**config.mk**
```make
export PLATFORM = sky130hd
export DESIGN_NAME = wb_commit_flat
export DESIGN_NICKNAME = d
export VERILOG_FILES = /design/src/rtl/wb_commit_if.sv /design/src/rtl/wb_commit.sv /design/src/flat_wrapper.sv
export SDC_FILE = /design/constraint.sdc
export NUM_CORES = 1
export LEC_CHECK = 0
export CAP_MARGIN = 20
export CORE_MARGIN = 4
export CORE_UTILIZATION = 41
export DETAILED_ROUTE_END_ITERATION = 12
export PLACE_DENSITY_LB_ADDON = 0.15
export SLEW_MARGIN = 20
export SYNTH_ARGS = -nofsm -noshare
export SYNTH_HDL_FRONTEND = slang
export SYNTH_SLANG_ARGS = --single-unit
```
**constraint.sdc**
```tcl
create_clock -name clock -period 2.2 [get_ports clock]
set_clock_uncertainty 0.05 [all_clocks]
set_input_delay 0.44 -clock clock [delete_from_list [all_inputs] [get_ports clock]]
set_output_delay 0.44 -clock clock [all_outputs]
set_load 0.05 [all_outputs]
```
**src/rtl/wb_commit_if.sv**
```systemverilog
// Memory-stage to writeback handshake and register-file write port bundle.
interface wb_commit_if;
  logic        inValid;
  logic        inReady;
  logic [4:0]  inDest;
  logic [1:0]  resultSel;
  logic [31:0] aluResult;
  logic [31:0] linkAddr;
  logic [1:0]  loadSize;
  logic        loadUnsigned;
  logic [1:0]  byteOffset;
  logic        memRdValid;
  logic [31:0] memRdData;
  logic        regWriteF;
  logic [4:0]  writeReg;
  logic [31:0] writeData;
  logic        pendingValid;
  logic [4:0]  pendingReg;
  logic        protoErr;

  modport slave (
    input  inValid, inDest, resultSel, aluResult, linkAddr,
           loadSize, loadUnsigned, byteOffset, memRdValid, memRdData,
    output inReady, regWriteF, writeReg, writeData,
           pendingValid, pendingReg, protoErr
  );

  modport master (
    output inValid, inDest, resultSel, aluResult, linkAddr,
           loadSize, loadUnsigned, byteOffset, memRdValid, memRdData,
    input  inReady, regWriteF, writeReg, writeData,
           pendingValid, pendingReg, protoErr
  );
endinterface

```
**src/rtl/wb_commit.sv**
```systemverilog
// Writeback commit stage: selects ALU/link/load result and drives the single
// register-file write port; exports the outstanding load destination to decode.
//
// state    | meaning
// IDLE     | nothing to write, ready to accept
// WRITE    | write cycle for the latched result, ready to accept
// WAIT_MEM | load issued, waiting for memRdValid
module wb_commit (
  input  logic        clock,
  input  logic        resetN,
  wb_commit_if.slave  bus
);

  typedef enum logic [1:0] {
    S_IDLE     = 2'd0,
    S_WRITE    = 2'd1,
    S_WAIT_MEM = 2'd2
  } state_t;

  localparam logic [1:0] SEL_ALU  = 2'b00;
  localparam logic [1:0] SEL_LOAD = 2'b01;
  localparam logic [1:0] SEL_LINK = 2'b10;

  state_t      r_state;
  state_t      w_state_nxt;
  logic [4:0]  r_dest;
  logic [1:0]  r_size;
  logic        r_unsigned;
  logic [1:0]  r_offset;
  logic [4:0]  r_write_reg;
  logic [31:0] r_write_data;
  logic        r_proto_err;

  logic        w_ready;
  logic        w_accept;
  logic        w_load_done;
  logic [7:0]  w_lane_byte;
  logic [15:0] w_lane_half;
  logic [31:0] w_load_ext;

  assign w_ready     = (r_state != S_WAIT_MEM);
  assign w_accept    = bus.inValid & w_ready;
  assign w_load_done = (r_state == S_WAIT_MEM) & bus.memRdValid;

  // Halfword lane uses only offset[1]; a misaligned halfword simply reads its containing half.
  assign w_lane_byte = bus.memRdData[{r_offset, 3'b000} +: 8];
  assign w_lane_half = r_offset[1] ? bus.memRdData[31:16] : bus.memRdData[15:0];

  always_comb begin
    w_load_ext = bus.memRdData;
    case (r_size)
      2'b00:   w_load_ext = r_unsigned ? {24'h0, w_lane_byte}
                                       : {{24{w_lane_byte[7]}}, w_lane_byte};
      2'b01:   w_load_ext = r_unsigned ? {16'h0, w_lane_half}
                                       : {{16{w_lane_half[15]}}, w_lane_half};
      default: w_load_ext = bus.memRdData;
    endcase
  end

  always_comb begin
    w_state_nxt = r_state;
    case (r_state)
      S_IDLE, S_WRITE: begin
        if (w_accept) begin
          case (bus.resultSel)
            SEL_ALU, SEL_LINK: w_state_nxt = S_WRITE;
            SEL_LOAD:          w_state_nxt = S_WAIT_MEM;
            default:           w_state_nxt = S_IDLE;
          endcase
        end else begin
          w_state_nxt = S_IDLE;
        end
      end
      S_WAIT_MEM: begin
        if (bus.memRdValid) w_state_nxt = S_WRITE;
      end
      default: w_state_nxt = S_IDLE;
    endcase
  end

  always_ff @(posedge clock or negedge resetN) begin
    if (!resetN) begin
      r_state      <= S_IDLE;
      r_dest       <= 5'd0;
      r_size       <= 2'd0;
      r_unsigned   <= 1'b0;
      r_offset     <= 2'd0;
      r_write_reg  <= 5'd0;
      r_write_data <= 32'd0;
      r_proto_err  <= 1'b0;
    end else begin
      r_state <= w_state_nxt;
      if (w_accept) begin
        r_dest     <= bus.inDest;
        r_size     <= bus.loadSize;
        r_unsigned <= bus.loadUnsigned;
        r_offset   <= bus.byteOffset;
        if (bus.resultSel == SEL_ALU) begin
          r_write_reg  <= bus.inDest;
          r_write_data <= bus.aluResult;
        end else if (bus.resultSel == SEL_LINK) begin
          r_write_reg  <= bus.inDest;
          r_write_data <= bus.linkAddr;
        end
      end
      if (w_load_done) begin
        r_write_reg  <= r_dest;
        r_write_data <= w_load_ext;
      end
      if (bus.memRdValid && (r_state != S_WAIT_MEM)) r_proto_err <= 1'b1;
    end
  end

  assign bus.inReady      = w_ready;
  assign bus.regWriteF    = (r_state == S_WRITE) && (r_write_reg != 5'd0);
  assign bus.writeReg     = r_write_reg;
  assign bus.writeData    = r_write_data;
  assign bus.pendingValid = (r_state == S_WAIT_MEM) && (r_dest != 5'd0);
  assign bus.pendingReg   = (r_state == S_WAIT_MEM) ? r_dest : 5'd0;
  assign bus.protoErr     = r_proto_err;

endmodule

```
**src/flat_wrapper.sv**
```systemverilog
// flat-port wrapper written by rule: the top's interface ports become plain ports
module wb_commit_flat 
  (clock, resetN, bus_inValid, bus_inDest, bus_resultSel, bus_aluResult, bus_linkAddr, bus_loadSize, bus_loadUnsigned, bus_byteOffset, bus_memRdValid, bus_memRdData, bus_inReady, bus_regWriteF, bus_writeReg, bus_writeData, bus_pendingValid, bus_pendingReg, bus_protoErr);
  wb_commit_if bus_i ();
  input  logic clock;
  input  logic resetN;
  input wire logic [$bits(bus_i.inValid)-1:0] bus_inValid;
  input wire logic [$bits(bus_i.inDest)-1:0] bus_inDest;
  input wire logic [$bits(bus_i.resultSel)-1:0] bus_resultSel;
  input wire logic [$bits(bus_i.aluResult)-1:0] bus_aluResult;
  input wire logic [$bits(bus_i.linkAddr)-1:0] bus_linkAddr;
  input wire logic [$bits(bus_i.loadSize)-1:0] bus_loadSize;
  input wire logic [$bits(bus_i.loadUnsigned)-1:0] bus_loadUnsigned;
  input wire logic [$bits(bus_i.byteOffset)-1:0] bus_byteOffset;
  input wire logic [$bits(bus_i.memRdValid)-1:0] bus_memRdValid;
  input wire logic [$bits(bus_i.memRdData)-1:0] bus_memRdData;
  output wire logic [$bits(bus_i.inReady)-1:0] bus_inReady;
  output wire logic [$bits(bus_i.regWriteF)-1:0] bus_regWriteF;
  output wire logic [$bits(bus_i.writeReg)-1:0] bus_writeReg;
  output wire logic [$bits(bus_i.writeData)-1:0] bus_writeData;
  output wire logic [$bits(bus_i.pendingValid)-1:0] bus_pendingValid;
  output wire logic [$bits(bus_i.pendingReg)-1:0] bus_pendingReg;
  output wire logic [$bits(bus_i.protoErr)-1:0] bus_protoErr;
  assign bus_i.inValid = bus_inValid;
  assign bus_i.inDest = bus_inDest;
  assign bus_i.resultSel = bus_resultSel;
  assign bus_i.aluResult = bus_aluResult;
  assign bus_i.linkAddr = bus_linkAddr;
  assign bus_i.loadSize = bus_loadSize;
  assign bus_i.loadUnsigned = bus_loadUnsigned;
  assign bus_i.byteOffset = bus_byteOffset;
  assign bus_i.memRdValid = bus_memRdValid;
  assign bus_i.memRdData = bus_memRdData;
  assign bus_inReady = bus_i.inReady;
  assign bus_regWriteF = bus_i.regWriteF;
  assign bus_writeReg = bus_i.writeReg;
  assign bus_writeData = bus_i.writeData;
  assign bus_pendingValid = bus_i.pendingValid;
  assign bus_pendingReg = bus_i.pendingReg;
  assign bus_protoErr = bus_i.protoErr;
  wb_commit u_core (.clock(clock), .resetN(resetN), .bus(bus_i));
endmodule
```
==> impl_summary.md, run 1 <==
Status
The flow ran to the end, and the final reports show no timing, DRC or antenna violations.

Detailed routing
The final wirelength is 10.7 mm. For this block, the initial DRC count from the detailed router was 173. The detail route stage leaves a number of antenna-violating nets equal to 0.

The via total after detailed routing is 3232. For this run, design rule violations remaining after detail routing come to 0. The via-per-instance ratio is 5.45.

The iteration count of the initial detailed-routing pass is 5. After detailed routing, the average wire length per cell comes to 18.1 µm.

Floorplanning
The floorplan step set the die height to 97.4 µm. The total area inside the core boundary comes to 0.00777 mm². The floorplan step defined a die boundary enclosing 0.00949 mm². In this run the core area contains 32 standard-cell rows. The number of ports placed on the die boundary is 158.

Once the floorplan was initialized, standard cells occupied 42.2% of the core. The die span in x is 97.4 µm.

Global routing
The number of antenna violations at the first check in global routing is 0. Global routing consumed, over all layers together, 22.2% of the routing resources. Entering global routing, the biggest net connects 51 pins.

Global routing finished with a remaining overflow of 0. The wire length of the first global-routing pass is 17.1 mm. The number of global-route vias before repair came to 3267.

Timing
The worst path setup slack after routing is 0.0793 ns. The normalized max-slew margin is 64.5%. The ratio of final minimum period to clock period is 96.4%. After layout, the minimum clock period comes to 2.12 ns. The count of final max-slew check failures came to 0. Static timing analysis puts the maximum clock frequency at 472 MHz. Setup repair after global routing left no endpoint under its margin. The number of endpoints with negative hold slack in the final report is 0. Setup violations remaining at the end of the flow were counted as 0. The final hold slack is 0.0612 ns. The transition at the pin with the smallest max-transition slack is 0.531 ns.

Cells and area
Summing all multi-input logic gate instances after layout gives 0.00185 mm². After routing the design area is 0.00529 mm². Cells with a size suffix above 1 make up 19.3% of the layout.

The area growth from synthesis to layout is 61.4%. The number of antenna cells inserted is 0. Fill cells in the final layout number 641. The sequential cells in the finished layout cover a total of 0.00125 mm². The final cell count without fillers is 593. The net count reported at finish is 602.

Critical path
The worst register-to-register path ends at u_core.bus.writeData[31]$_DFFE_PN0P_. Of all nets on the critical path, the largest fanout is 3. The worst register-to-register path begins at u_core.r_offset[0]$_DFFE_PN0N_. The critical path class is reg2out.

Measured in cells, the most critical reg-to-reg path has a length of 5. STA classifies the critical path startpoint as a flip-flop. The worst endpoint data arrival time is 1.63 ns.

Setup slack on the worst reg-to-reg path comes out at 0.24 ns. Data on the critical path is required at its endpoint by 1.71 ns. The endpoint kind of the worst setup timing path is a primary output.

CTS
TritonCTS built the clock tree. The clock passes through at most 2 buffers. The number of H-tree branching levels is 2. At the later pin of the worst-skew pair, clock insertion delay measures 0.31 ns. The clock input transition at the sequential cells of the worst setup and hold paths is 0.10 ns. Counting the buffers created by CTS gives 5. The number of clock sinks is 50. CTS placed an instance of clkbuf_8 at the clock tree root. After clock tree synthesis, the setup repair step added 0 buffers.

Synthesis
The share of the synthesized area in the top cell type is 38.2%. In this run, distinct cell masters in the synthesized netlist total 37. The most used flip-flop cell after synthesis is dfrtp_1. The post-synthesis cell area is 0.00328 mm². In the post-synthesis netlist, the biggest area contributors are dfrtp_1, mux2_2, mux2i_1. After synthesis, the most frequently instantiated cells are dfrtp_1, mux2_2, a21oi_1. The per-instance average area after synthesis is 9.82 µm². Yosys printed 0 warnings. Counting every net in the synthesized netlist gives 446. In the synthesized netlist, the number of instances is 334. The cell type contributing the most total cell area after synthesis is dfrtp_1. The dominant cell by count in the synthesized netlist is dfrtp_1. The count of flip-flops with a built-in enable after synthesis is 0. For this run, the register share of the synthesized area comes to 38.2%.

In this run, synthesis produced a sequential element count of 50. Counting flops with an async set or reset pin after synthesis yields a share of 100%.

Placement
In this run the tool buffered the top-level ports with 157 buffer cells. The congestion estimate from routability-driven global placement came to 0.812. The number of cells in the design after placement is 585. After detailed placement, the total cell area comes to 0.00514 mm². At the placement stage, the worst setup path has a slack of -0.0611 ns. Summed over all nets, the half-perimeter wirelength after detailed placement is 8.23 mm.

Min path
The path class of the tightest hold or removal check is in2async.

Power and ir drop
The analysis attributes to cell leakage a power of 2.21 nW. The largest voltage drop on the vdd net is 0.415 mV. The power density over the cells is 743 mW/mm².

Job
The number of maximum-capacitance constraint violations is 0.
stage by stage:
| step | TNS, ns | power, mW | utilization [%] |
|---|---|---|---|
| after floorplan | 0 | 2.37 | - |
| after global placement | 0 | 3.12 | 66.2 |
| after detailed placement | -0.297 | 3.14 | 66.2 |
| after CTS | 0 | 3.95 | 68.0 |
| after global routing | 0 | 4.10 | 68.1 |
| final | 0 | 3.93 | 68.1 |
metal layers:
layer  share of wire (%)  GRT usage (%)  vias to the layer above
met4                0.84           3.62                        0
met3                 7.2           5.10                       10
met5                   0              0                        -
met2                  50           38.7                      135
li1                    -              -                     1547
met1                  42           28.4                     1540
worst max-delay path by stage:
stage	startpoint	end	slack (ns)	depth (start not counted)
after CTS	u_core.bus.writeReg[0]$_DFFE_PN0P_	bus_regWriteF	0.02	4
after detailed placement	bus_memRdData[31]	u_core.bus.writeData[9]$_DFFE_PN0P_	-0.06	5
after global placement	bus_memRdData[23]	u_core.bus.writeData[14]$_DFFE_PN0P_	0.005	5
after floorplan	u_core.r_state[0]$_DFFE_PN0P_	bus_pendingValid	0.15	4
final	u_core.bus.writeReg[0]$_DFFE_PN0P_	bus_regWriteF	0.08	4
after global routing	u_core.bus.writeReg[0]$_DFFE_PN0P_	bus_regWriteF	0.005	4
worst max-delay path, cell delays in order (launching register included):
cell,delay (ns)
dfrtp_1,0.42
or4_4,0.54
nor2_2,0.12
nor3b_2,0.06
buf_4,0.19
report_power, final:
group          internal (mW)  switching, mW  leakage, nW  total [mW]
clock network          0.485          0.322       0.0714       0.807
logic                  0.803           1.08         1.53        1.88
registers               1.10          0.136        0.603        1.24
what timing repair did:
action,4_1_cts,5_1_grt
gates resized for setup,0,3
endpoints found under the setup margin,0,2
hold endpoints to repair,0,0
hold buffers,0,0
registers in the layout, indices dropped and copies added, names as in the netlist:
| signal | cells |
|---|---|
| u_core.bus.protoErr | 1 |
| u_core.r_offset | 2 |
| u_core.bus.writeReg | 5 |
| u_core.r_size | 2 |
| u_core.r_state | 2 |
| u_core.r_dest | 5 |
| u_core.r_unsigned | 1 |
| u_core.bus.writeData | 32 |
kinds of logic (layout without fill, tap and decap cells):
| family | after synthesis | count (layout) | synth area share, % |
|---|---|---|---|
| AO/OA/AOI/OAI | 99 | 99 | 20.5 |
| buffers and inverters | 39 | 196 | 6.14 |
| flip-flops | 50 | 50 | 38.2 |
| multiplexers | 74 | 74 | 24.7 |
| AND/OR/NAND/NOR | 72 | 72 | 10.6 |
final cells by class:
type	count	share of cell area, %
clock inverter	2	1.14
sequential	50	23.6
inverter	11	0.828
tap	102	2.41
multi-input combinational	245	35.0
timing repair buffer	177	35.4
clock buffer	6	1.56
layout by cell type (no fill, tap or decap), types with 2 or more instances in the layout:
master           count
or3b_2               2
o22ai_1              2
o21ai_0             14
clkdlybuf4s50_1    148
bufinv_16            2
mux2i_1             31
a32o_1               7
a221oi_1             8
nor2_1               5
a22oi_1             14
dfrtp_1             50
mux2_2              41
a21oi_1             33
clkbuf_8             6
buf_4               14
nor2_4               3
a22oi_2              2
and2_1               5
nor3_1              16
nand2_1             32
inv_1               10
buf_12              14
a211o_1              8
o21ai_1              7
(Power assumes the default switching activity.)
==> inputs of run 2 (changes only) <==
Settings changed: SKIP_CTS_REPAIR_TIMING from default to 1.
==> results of run 2 <==
No change in the layout: final DEF, timing and power equal those of run 1.
